**config.mk**
```make
export PLATFORM = sky130hd
export DESIGN_NAME = gray_wptr_full
export DESIGN_NICKNAME = d
export VERILOG_FILES = /design/src/rtl/gray_wptr_full_pkg.sv /design/src/rtl/gray_wptr_full_b2gconverter.sv /design/src/rtl/gray_wptr_full.sv
export SDC_FILE = /design/constraint.sdc
export NUM_CORES = 1
export LEC_CHECK = 0
export BUFFER_PORTS_ARGS = -buffer_cell sky130_fd_sc_hd__buf_2
export CAP_MARGIN = 20
export CORE_UTILIZATION = 45
export CTS_CLUSTER_SIZE = 24
export DETAILED_ROUTE_END_ITERATION = 16
export PLACE_DENSITY = 0.73
export SYNTH_ARGS = -nofsm -noshare
export SYNTH_HDL_FRONTEND = slang
export SYNTH_SLANG_ARGS = --single-unit
export TNS_END_PERCENT = 20
```
**constraint.sdc**
```tcl
create_clock -name clk -period 3.76 [get_ports clk]
set_input_delay 1.128 -clock clk [delete_from_list [all_inputs] [get_ports clk]]
set_output_delay 1.128 -clock clk [all_outputs]
set_load 0.05 [all_outputs]
```
**src/rtl/gray_wptr_full_pkg.sv**
```systemverilog
// ----------------------------------------------------------------------------
// gray_wptr_full_pkg
// Shared FIFO helpers for the Gray-coded pointer logic.
//   ptr_w_of(width)  : pointer width (one wrap bit above the address bits)
//   depth_of(width)  : number of FIFO entries
//   g2b(gray)        : Gray-to-binary converter; any pointer up to 32 bits,
//                      with the unused upper bits driven to zero.
// ----------------------------------------------------------------------------
package gray_wptr_full_pkg;

   localparam int DEFAULT_WIDTH = 4;

   // Pointer width: address bits plus the wrap bit that separates full from empty.
   function automatic int ptr_w_of(input int width);
      return width + 1;
   endfunction

   // FIFO depth in entries.
   function automatic int depth_of(input int width);
      return 32'sd1 << width;
   endfunction

   // Gray to binary: each binary bit is the XOR of all Gray bits at or above it.
   function automatic logic [31:0] g2b(input logic [31:0] gray);
      logic [31:0] bin;
      bin = gray;
      for (int i = 30; i >= 0; i--) begin
         bin[i] = bin[i + 1] ^ gray[i];
      end
      return bin;
   endfunction

endpackage

```
**src/rtl/gray_wptr_full_b2gconverter.sv**
```systemverilog
// ----------------------------------------------------------------------------
// b2gconverter
// Combinational binary-to-Gray converter.
//   n        : vector width
//   data_in  : binary value
//   data_out : Gray-coded value (data_in ^ (data_in >> 1))
// ----------------------------------------------------------------------------
module b2gconverter #(
   parameter int n = 5
) (
   input  logic [n-1:0] data_in,
   output logic [n-1:0] data_out
);

   assign data_out = data_in ^ {1'b0, data_in[n-1:1]};

endmodule

```
**src/rtl/gray_wptr_full.sv**
```systemverilog
// ----------------------------------------------------------------------------
// gray_wptr_full
// Write-side pointer and full-flag logic of an asynchronous FIFO.
// Optional feature: define GRAY_WPTR_ALMOST_FULL_EN to add the almost_full
// output (threshold af_margin free entries).
//   clk         : write-domain clock
//   rst         : synchronous active-high reset
//   winc        : write request
//   rptr_gray   : read pointer, Gray code, from the read domain (asynchronous)
//   wen         : write accepted this cycle (memory write enable)
//   waddr       : memory write address
//   wptr_gray   : registered Gray write pointer for the read domain
//   full        : registered FIFO-full flag
//   almost_full : registered almost-full flag (only with the macro)
// ----------------------------------------------------------------------------
module gray_wptr_full
   import gray_wptr_full_pkg::*;
#(
   parameter int width     = 4,
   parameter int af_margin = 1
) (
   input  logic             clk,
   input  logic             rst,
   input  logic             winc,
   input  logic [width:0]   rptr_gray,
   output logic             wen,
   output logic [width-1:0] waddr,
   output logic [width:0]   wptr_gray,
   output logic             full
`ifdef GRAY_WPTR_ALMOST_FULL_EN
   ,
   output logic             almost_full
`endif
);

   localparam int PTR_W = ptr_w_of(width);

   // The full comparison needs at least two pointer MSBs plus one lower bit.
   if (width < 2 || af_margin < 0 || af_margin > depth_of(width)) begin : g_param_check
      $error("gray_wptr_full: unsupported width or af_margin");
   end

   logic [PTR_W-1:0] wbin_r;
   logic [PTR_W-1:0] rq1_r;
   logic [PTR_W-1:0] rq2_r;
   logic [PTR_W-1:0] wbin_next_s;
   logic [PTR_W-1:0] wgray_next_s;
   logic             full_next_s;

   assign wen         = winc & ~full;
   assign waddr       = wbin_r[width-1:0];
   assign wbin_next_s = wbin_r + {{width{1'b0}}, wen};

   b2gconverter #(
      .n (PTR_W)
   ) u_b2g (
      .data_in  (wbin_next_s),
      .data_out (wgray_next_s)
   );

   // Full when the next write pointer equals the read pointer with the two
   // Gray MSBs inverted, i.e. exactly one lap ahead.
   assign full_next_s = (wgray_next_s == {~rq2_r[width:width-1], rq2_r[width-2:0]});

   // Two-flop synchronizer for the read pointer coming from the read domain.
   always_ff @(posedge clk) begin
      if (rst) begin
         rq1_r <= {PTR_W{1'b0}};
         rq2_r <= {PTR_W{1'b0}};
      end else begin
         rq1_r <= rptr_gray;
         rq2_r <= rq1_r;
      end
   end

   // Binary/Gray write pointer registers and the full flag.
   always_ff @(posedge clk) begin
      if (rst) begin
         wbin_r    <= {PTR_W{1'b0}};
         wptr_gray <= {PTR_W{1'b0}};
         full      <= 1'b0;
      end else begin
         wbin_r    <= wbin_next_s;
         wptr_gray <= wgray_next_s;
         full      <= full_next_s;
      end
   end

`ifdef GRAY_WPTR_ALMOST_FULL_EN
   localparam int DEPTH = depth_of(width);

   logic [PTR_W-1:0] rbin_sync_s;
   logic [PTR_W-1:0] fill_s;

   // Occupancy as seen by the writer; modulo arithmetic handles the wrap bit.
   assign rbin_sync_s = PTR_W'(g2b({{(32-PTR_W){1'b0}}, rq2_r}));
   assign fill_s      = wbin_next_s - rbin_sync_s;

   // Almost-full register; the threshold never exceeds DEPTH so it also covers full.
   always_ff @(posedge clk) begin
      if (rst) begin
         almost_full <= 1'b0;
      end else begin
         almost_full <= (fill_s >= PTR_W'(DEPTH - af_margin));
      end
   end
`endif

endmodule

```
==> impl_results.md, run 1 <==
- Placed cells: 100
- Total power draw: 460 uW
- Yosys reg bits: 20
- Hold_sp: rq1_r[1]
- Min-Delay Path Depth: 1
- WP data required: 2630 ps
- Share of layout cells above drive strength 1: 29.5%
- PostCTS Resize Cnt: 0
- Syn_nets: 78
- CP Cell Sequence: buf_2 -> nor2b_1 -> buf_2
- Hold Crit Endpoint: rq2_r[1]
- Post-synth EDFFs: 0
- Sequential share of the synthesized area: 51.9%
- R2R Path End: full
- PortBufs: 18
- Pleak: 0.000419 uW
- Final setup TNS: 0 ps
- Die Area: 1890 sq um
- Failing checks: DRC
- Commonest cells post-synth: dfxtp_1 (20), nor2b_1 (13), nor2_1 (6)
- R2R cell count: 7
- Clk buf depth: 2
- Reg2reg start: full
- Clock latency on the worst-skew pair: roughly 300 ps
- IO Pins: 19
- Clock transition at path regs: 110 ps
- Finished Cell Area: 927 sq um
- Yosys cell types: 22
- Antenna viol nets, final: 0
- Initial antenna violation count: 0
- Post-synthesis instance area: 772 sq um
- Drt initial violations: 8
- DRT Wirelength: roughly 1100 um
- Setup Crit Path Kind: in -> out
- Worst min-delay path class: reg -> reg
- Die width: 43.4 um
- Via count: 502
- NumNets Final: 99
- Most common cell type on the critical path: buf_2
- Hold_buf cts: 0
- Cell taking the most area after synthesis: dfxtp_1
- Core area: 1560 sq um
- TritonCTS clock tree: built
- YS warnings: 0
- Slew Limit Fails: 0
- N_diodes: 0
- Ys flop type: dfxtp_1
- Total GRT Usage: 14.1%
- Slowest cell delay on critical path: 300 ps
- P&R area growth vs syn: 20.1%
- Maximum vdd drop: 0.263 mV
- Max Fanout on Critical Path: 2
- Critical path's slowest cell: buf_2
- Crit path arrival time: 1680 ps
- Fmax: 0.356 GHz
- Post-Syn Area per Cell: roughly 11 sq um
- Top-area cell type share of the netlist area: 51.9%
- Synthesized instance count: just under 70
- Min Tclk post-route: 2810 ps
- DRC: 2
- Power Dens Cells: 496 nW/um^2
- Slew margin rel.: 77.2%
- Vias in the first global route: between 400 and 500
- Non-filler instance count after layout: 104
- Post-route clock period utilization: 74.6%
- RSZ-0062 raised after global routing: false
- CTS sink count: 20
- GRT overflow: 0
- Most frequent cell after synthesis: dfxtp_1
- MaxCap Viol Count: 0
- Reg2Reg Setup Slack: between 1500 and 2000 ps
- Post-DR vias/cell: 4.83
- Final Wtd Congestion: about 0.84
- Status: finished, violations left
- Worst Setup End Kind: output pin
- First-pass GRT wire length: 1880 um
- CP startpoint kind: primary input
- TritonCTS Buffers: 3
- Clock root buffer: clkbuf_4
- Clk_skew: 3.67 ps
- Final hold violation count: 0
- Pin count of the biggest net entering global routing: 21
- First-pass DRT Iterations: 9
- Die outline height: 43.4 um
- Actual slew at the worst max-slew pin: 342 ps
- Wire per inst: between 10 and 15 um
- Area after DPL: 875 sq um
- Initial core utilization: 49.5%
- Post-CTS Setup Inserts: 0
- Fill cells: 133
- Share of synthesized registers carrying an async set or reset: 0%
- Final setup viols: 0
- Ranking of synthesized cells by area: dfxtp_1 (52%), nor2b_1 (11%), xor2_1 (5.7%), xnor2_2 (4.2%), xnor2_1 (3.4%)
- # rows: 14
- # H-tree levels: 1
-- through the flow --
stage	hold slack [ps]	setup slack, ps	util (%)
floorplan	414	158	-
global placement	418	744	56.1
detailed placement	423	642	56.1
CTS	451	940	59.5
global route	467	811	59.5
finish	450	953	59.5
-- state kept, by name, indices dropped and copies added (netlist names) --
register   count
full           1
rq1_r          5
rq2_r          5
wbin_r         4
wptr_gray      5
-- cell usage in the layout, fill, tap and decap left out --
master,netlist,routed
nor2b_1,13,13
xnor3_1,1,1
bufinv_16,0,1
or2_2,1,1
o22ai_1,1,1
or3_1,1,1
nand3_1,2,2
and3_1,1,1
a21boi_1,1,1
nand4_1,1,1
nand2_1,1,1
xor2_1,5,5
clkbuf_4,0,3
dfxtp_1,20,20
buf_2,0,18
xor3_1,1,1
nor2_1,6,6
xnor2_1,3,3
a2111oi_2,1,1
ha_1,2,2
a21boi_0,1,1
a21oi_1,1,1
xnor2_2,2,2
or2_1,1,1
-- area by class of cell --
class	instances	area (sq um)	area share, %
flip-flops and latches	20	400	43.2
well taps	16	20.0	2.16
multi-input cells	46	364	39.3
clock inverters	1	30.0	3.24
repair buffers	18	90.1	9.72
clock buffers	3	22.5	2.43
-- worst max path at each step --
stage | start | to | slack [ps]
2_1_floorplan | winc | full | 160
3_3_place_gp | winc | full | 740
3_5_place_dp | winc | full | 640
4_1_cts | winc | full | 940
5_1_grt | winc | full | 810
6_report | winc | wen | 950
-- power by group --
group          switching (uW)  internal (uW)
clock                    63.0            108
sequential               4.18            222
combinational            40.4           22.7
total                     108            353
-- logic make-up after synthesis --
group | after synthesis | share of synthesized area, %
and+or+nand+nor | 27 | 19.3
DFF | 20 | 51.9
xor gates and xnor gates | 12 | 19.3
AOI/OAI and AO/OA | 5 | 5.35
buffers and inverters | 2 | 0.973
adders and majority gates | 2 | 3.24
-- critical path, delay by kind of cell --
| kind | cells | cell delay (ps) |
|---|---|---|
| buffers and inverters | 2 | 370 |
| and+or+nand+nor | 1 | 180 |
-- per-layer routing --
layer | share of wire [%] | routed length, um | GRT usage [%] | vias to the layer above
li1 | - | - | - | 262
met1 | 46 | 496 | 15.6 | 224
met2 | 47 | 505 | 22.7 | 14
met3 | 5.7 | 61 | 7.50 | 2
met4 | 1.4 | 15 | 5.63 | 0
met5 | 0 | 0 | 0 | -
Note: power is estimated with default switching activity, not from simulation.
==> inputs of run 2 (changes only) <==
--- a/config.mk
+++ b/config.mk
@@ -5,12 +5,13 @@
 export SDC_FILE = /design/constraint.sdc
 export NUM_CORES = 1
 export LEC_CHECK = 0
+export ABC_AREA = 1
 export BUFFER_PORTS_ARGS = -buffer_cell sky130_fd_sc_hd__buf_2
 export CAP_MARGIN = 20
 export CORE_UTILIZATION = 45
 export CTS_CLUSTER_SIZE = 24
 export DETAILED_ROUTE_END_ITERATION = 16
-export PLACE_DENSITY = 0.73
+export PLACE_DENSITY = 0.72
 export SYNTH_ARGS = -nofsm -noshare
 export SYNTH_HDL_FRONTEND = slang
 export SYNTH_SLANG_ARGS = --single-unit
==> constraint.sdc (replaced) <==
create_clock -name clk -period 2.69 [get_ports clk]
set_input_delay 0.807 -clock clk [delete_from_list [all_inputs] [get_ports clk]]
set_output_delay 0.807 -clock clk [all_outputs]
set_load 0.05 [all_outputs]
==> impl_results.md, run 2 <==
- Status: finished clean
- Core area: between 1500 and 2000 sq um
- Ranking of synthesized cells by area: dfxtp_1 (48%), nand2_1 (12%), inv_1 (8.9%), nor2_1 (7.6%), nand3_1 (4.8%)
- Post-synthesis simple-gate area fraction: 34.8%
- Slew Limit Fails: 0
- Die width: 45.2 um
- N_diodes: 0
- Routed length on met3: 67 um
- Sequential share of the synthesized area: a little under half
- Post-Syn Area per Cell: 7.31 sq um
- Pin count of the biggest net entering global routing: 20
- Mux cell area share after synthesis: 0%
- Top sig layer: met4
- Die Area: 2050 sq um
- R2R Path End: full
- First-pass DRT Iterations: 4
- Clock transition at path regs: 110 ps
- Slew margin rel.: 77.9%
- IO Pins: 19
- Worst Setup End Kind: output pin
- Clock latency on the worst-skew pair: 300 ps
- Met1 Wirelength: 570 um
- Post-synth EDFFs: 0
- DRC: 0
- Reg2reg start: full
- Most common cell after layout, fill and taps aside: nand2_1
- Final hold violation count: 0
- Top Registers: rq1_r (5), rq2_r (5), wptr_gray (5)
- Post-DR vias/cell: approximately 4.4
- Ys flop type: dfxtp_1
- Most frequent cells in the layout: nand2_1 (26), inv_1 (20), dfxtp_1 (20)
- Synth Area in Compound Gates: around 2.4%
- First-pass GRT wire length: 2240 um
- Post-layout util: 57.1%
- Actual slew at the worst max-slew pin: around 330 ps
- Min Tclk post-route: 2070 ps
- YS warnings: 0
- Synth Area in Adders: 2.98%
- P&R area growth vs syn: 18.6%
- CTS sink count: 20
- Post-CTS Setup Inserts: 0
- Top-area cell type share of the netlist area: 47.6%
- GRT overflow: 0
- Pleak: 0.000521 uW
- Via count: between 600 and 700
- RSZ-0062 raised after global routing: false
- # H-tree levels: 1
- Share of layout cells above drive strength 1: 23.9%
- Commonest cells post-synth: nand2_1 (26), dfxtp_1 (20), inv_1 (20)
- PostCTS Resize Cnt: 0
- R2R cell count: 11
- Crit path arrival time: ~1300 ps
- Cell taking the most area after synthesis: dfxtp_1
- Post-synthesis instance area: 841 sq um
- Drt initial violations: 4
- Die outline height: 45.2 um
- PortBufs: 18
- TritonCTS clock tree: built
- Post-route clock period utilization: 76.9%
- Final setup viols: 0
- Setup Crit Path Kind: in -> out
- Total GRT Usage: between 10% and 20%
- DRT Wirelength: between 1000 and 1500 um
- # rows: 15
- Clk buf depth: 2
- Final setup TNS: 0 ps
- Antenna viol nets, final: 0
- MaxCap Viol Count: 0
- Reg2Reg Setup Slack: ~970 ps
- Synthesized instance count: roughly 120
- CP startpoint kind: primary input
- Syn_nets: 125
- Clock root buffer: clkbuf_4
- Initial core utilization: 48.2%
- Most frequent cell after synthesis: nand2_1
- Worst min-delay path class: reg -> reg
- Maximum vdd drop: 0.439 mV
- NumNets Final: between 100 and 150
- Metal2 WL: between 600 and 700 um
- TritonCTS Buffers: 3
- Hold_buf cts: 0
- Initial antenna violation count: 0
- Worst setup path start: winc
- Vias in the first global route: 588
- Final Wtd Congestion: 0.715
- Max Fanout on Critical Path: 2
- Yosys cell types: 18
- CP Capture Point: wen
- Dpl hpwl: 995 um
- Share of synthesized registers carrying an async set or reset: 0%
- Fill cells: 172
- Power Dens Cells: 649 nW/um^2
- Clk_skew: 4.75 ps
- Yosys reg bits: 20
- Fmax: 0.484 GHz
- WP data required: 1880 ps
- Largest family of logic cells by synthesized area: simple AND/OR/NAND/NOR gates
- Post-synthesis xor/xnor area fraction: 0%
- Wire per inst: 8.03 um
run 2: cell count changes after synthesis, moves of 2 or more:
cell | previous run | this run
a21oi_1 | 1 | 4
clkbuf_1 | 2 | 0
inv_1 | 0 | 20
inv_2 | 0 | 2
nand2_1 | 1 | 26
nand2_2 | 0 | 4
nand3_1 | 2 | 8
nand4_1 | 1 | 4
nor2_1 | 6 | 17
nor2b_1 | 13 | 0
xnor2_1 | 3 | 0
xnor2_2 | 2 | 0
xor2_1 | 5 | 0
run 2: kinds of logic (layout without fill, tap and decap cells):
kind of cell | Yosys count | after routing
fa+ha+maj | 2 | 2
compound gates | 4 | 4
simple gates | 64 | 64
flops | 20 | 20
buf+inv | 25 | 44
run 2: critical path: stages:
cell and delay, ps:
buf_2 70, inv_1 30, nor2_2 80, buf_2 260
run 2: worst min path at each step:
stage | from | depth (start not counted) | to
after detailed placement | rq1_r[3] | 2 | rq2_r[3]
final | rq1_r[3] | 2 | rq2_r[3]
after floorplan | rq1_r[0] | 2 | rq2_r[0]
after CTS | rq1_r[3] | 2 | rq2_r[3]
after global routing | rq1_r[1] | 2 | rq2_r[1]
after global placement | rq1_r[2] | 2 | rq2_r[2]
run 2: area by class of cell:
class	count	area, sq um	share of cell area, %
tap	25	31.3	3.14
multi-input combinational	70	340	34.1
inverter	22	82.6	8.28
sequential	20	400	40.2
timing repair buffer	18	90.1	9.03
clock buffer	3	22.5	2.26
clock inverter	1	30.0	3.01
run 2: stage by stage:
step           hold slack (ps)  instance area [sq um]  setup slack (ps)  total power [uW]  instances
2_1_floorplan              388                    843               111               398        115
3_3_place_gp               389                    945               370               414        155
3_5_place_dp               395                    945               335               417        155
4_1_cts                    412                    997               616               655        159
5_1_grt                    431                    997               486               680        159
6_report                   408                    997               623               647        159
run 2: power breakdown:
part	switching [uW]	internal, uW	total (uW)
clock	88.0	151	239
sequential	6.14	311	317
combinational	64.7	27.4	92.1
run 2: layer usage:
layer | vias to the layer above | track usage [%]
li1 | 383 | -
met1 | 300 | 16.8
met2 | 14 | 26.7
met3 | 2 | 7.20
met4 | 0 | 5.45
met5 | - | 0
==> inputs of run 3 (changes only) <==
==> constraint.sdc (replaced) <==
create_clock -name clk -period 2.1 [get_ports clk]
set_input_delay 0.63 -clock clk [delete_from_list [all_inputs] [get_ports clk]]
set_output_delay 0.63 -clock clk [all_outputs]
set_load 0.05 [all_outputs]
==> impl_results.md, run 3 (synthesis gave the netlist of run 2 again) <==
- First-pass DRT Iterations: 3
- Actual slew at the worst max-slew pin: 339 ps
- Post-DR vias/cell: ~4.5
- Hold_buf cts: 0
- Final hold violation count: 0
- WP data required: roughly 1500 ps
- Slew margin rel.: 77.4%
- Maximum vdd drop: 0.478 mV
- Worst Path Buf+Inv: 3
- Power Dens Cells: 746 nW/um^2
- Clock latency on the worst-skew pair: 290 ps
- Via count: 709
- # H-tree levels: 1
- Drt initial violations: 3
- Reg2reg start: full
- Initial core utilization: 48.2%
- Core area: 1750 sq um
- Most common cell after layout, fill and taps aside: nand2_1
- Worst setup path start: winc
- Worst Setup End Kind: output pin
- Fmax: 0.561 GHz
- DRT Wirelength: 1440 um
- CP startpoint kind: primary input
- Post-route clock period utilization: 85.0%
- Clk buf depth: 2
- NumNets Final: approximately 150
- Die Area: 2050 sq um
- Clock root buffer: clkbuf_4
- Min Hold Slack: 402 ps
- P&R area growth vs syn: 20.7%
- Hold_sp: rq1_r[2]
- Top Registers: rq1_r (5), rq2_r (5), wptr_gray (5)
- Multi-input gate area: 374 sq um
- Slew Limit Fails: 0
- Place WS: roughly 70 ps
- Clk_skew: 6.24 ps
- Dpl hpwl: 1160 um
- Critical path's slowest cell: buf_2
- CTS sink count: 20
- N_diodes: 0
- Fill cells: about 170
- Pleak: 0.000512 uW
- Crit path arrival time: 1150 ps
- Vias in the first global route: 657
- Min Tclk post-route: around 1800 ps
- Final setup viols: 0
- Clock transition at path regs: roughly 110 ps
- Final setup TNS: 0 ps
- DRC: 0
- # rows: 15
- First-pass GRT wire length: 2380 um
- TritonCTS Buffers: 3
- TritonCTS clock tree: built
- Setup Crit Path Kind: in -> out
- Status: finished clean
- PortBufs: 18
- Die outline height: 45.2 um
- Worst min-delay path class: reg -> reg
- RSZ-0062 raised after global routing: false
- Max Fanout on Critical Path: 2
- CP Cell Sequence: buf_2 -> inv_1 -> nor2_4 -> buf_2
- Total GRT Usage: 16.1%
- Slowest cell delay on critical path: 270 ps
- Post-layout util: 58.1%
- Die width: 45.2 um
- Antenna viol nets, final: 0
- Share of layout cells above drive strength 1: 26.9%
- Total power draw: 757 uW
- Pin count of the biggest net entering global routing: 20
- Wire per inst: 9.04 um
- Initial antenna violation count: 0
- CP delay by family, top: buffers and inverters
- IO Pins: 19
- Final WS setup: 316 ps
- Most frequent cells in the layout: nand2_1 (26), dfxtp_1 (20), inv_1 (19)
- Most common cell type on the critical path: buf_2
- MaxCap Viol Count: 0
- Sequential cell area: 400 sq um
- Final Wtd Congestion: 0.692
- PostCTS Resize Cnt: 0
- Post-CTS Setup Inserts: 0
- GRT overflow: 0
-- run 3: worst register-to-register path: cells and delay by family (launching register included) --
kind / cells / cell delay [ps]
and+or+nand+nor: 9 / 690
adders and majority gates: 2 / 450
DFF: 1 / 400
-- run 3: cell type report --
type | instances | share of cell area (%)
Clock buffer | 4 | 3.58
Inverter | 22 | 8.14
Multi-Input combinational cell | 70 | 36.9
Sequential cell | 20 | 39.5
Tap cell | 25 | 3.08
Timing Repair Buffer | 18 | 8.88
-- run 3: through the flow --
step / std cells / area, sq um
floorplan: 115 / 877
global placement: 155 / 978
detailed placement: 155 / 978
CTS: 159 / 1010
global route: 159 / 1010
finish: 159 / 1010
-- run 3: final timing paths --
kind               to  slack, ps  cells after the start
max               wen        320                      4
min          rq2_r[2]        400                      2
max reg2reg      full        490                     11
min reg2reg  rq2_r[2]        400                      2
-- run 3: power by group --
group          internal, uW  leakage, uW  total, uW  switching [uW]
Clock                   106    0.0000210        218             113
Combinational          42.2     0.000326        131            88.3
Sequential              398     0.000164        408            10.5
Total                   546     0.000512        757             211
-- run 3: metal layers --
metal	up-vias	wire, um	share of wire (%)	GRT usage [%]
met5	-	0	0	0
met4	0	12	0.83	7.27
met3	2	34	2.4	3.60
met2	10	747	52	29.0
met1	313	645	45	18.0
li1	384	-	-	-
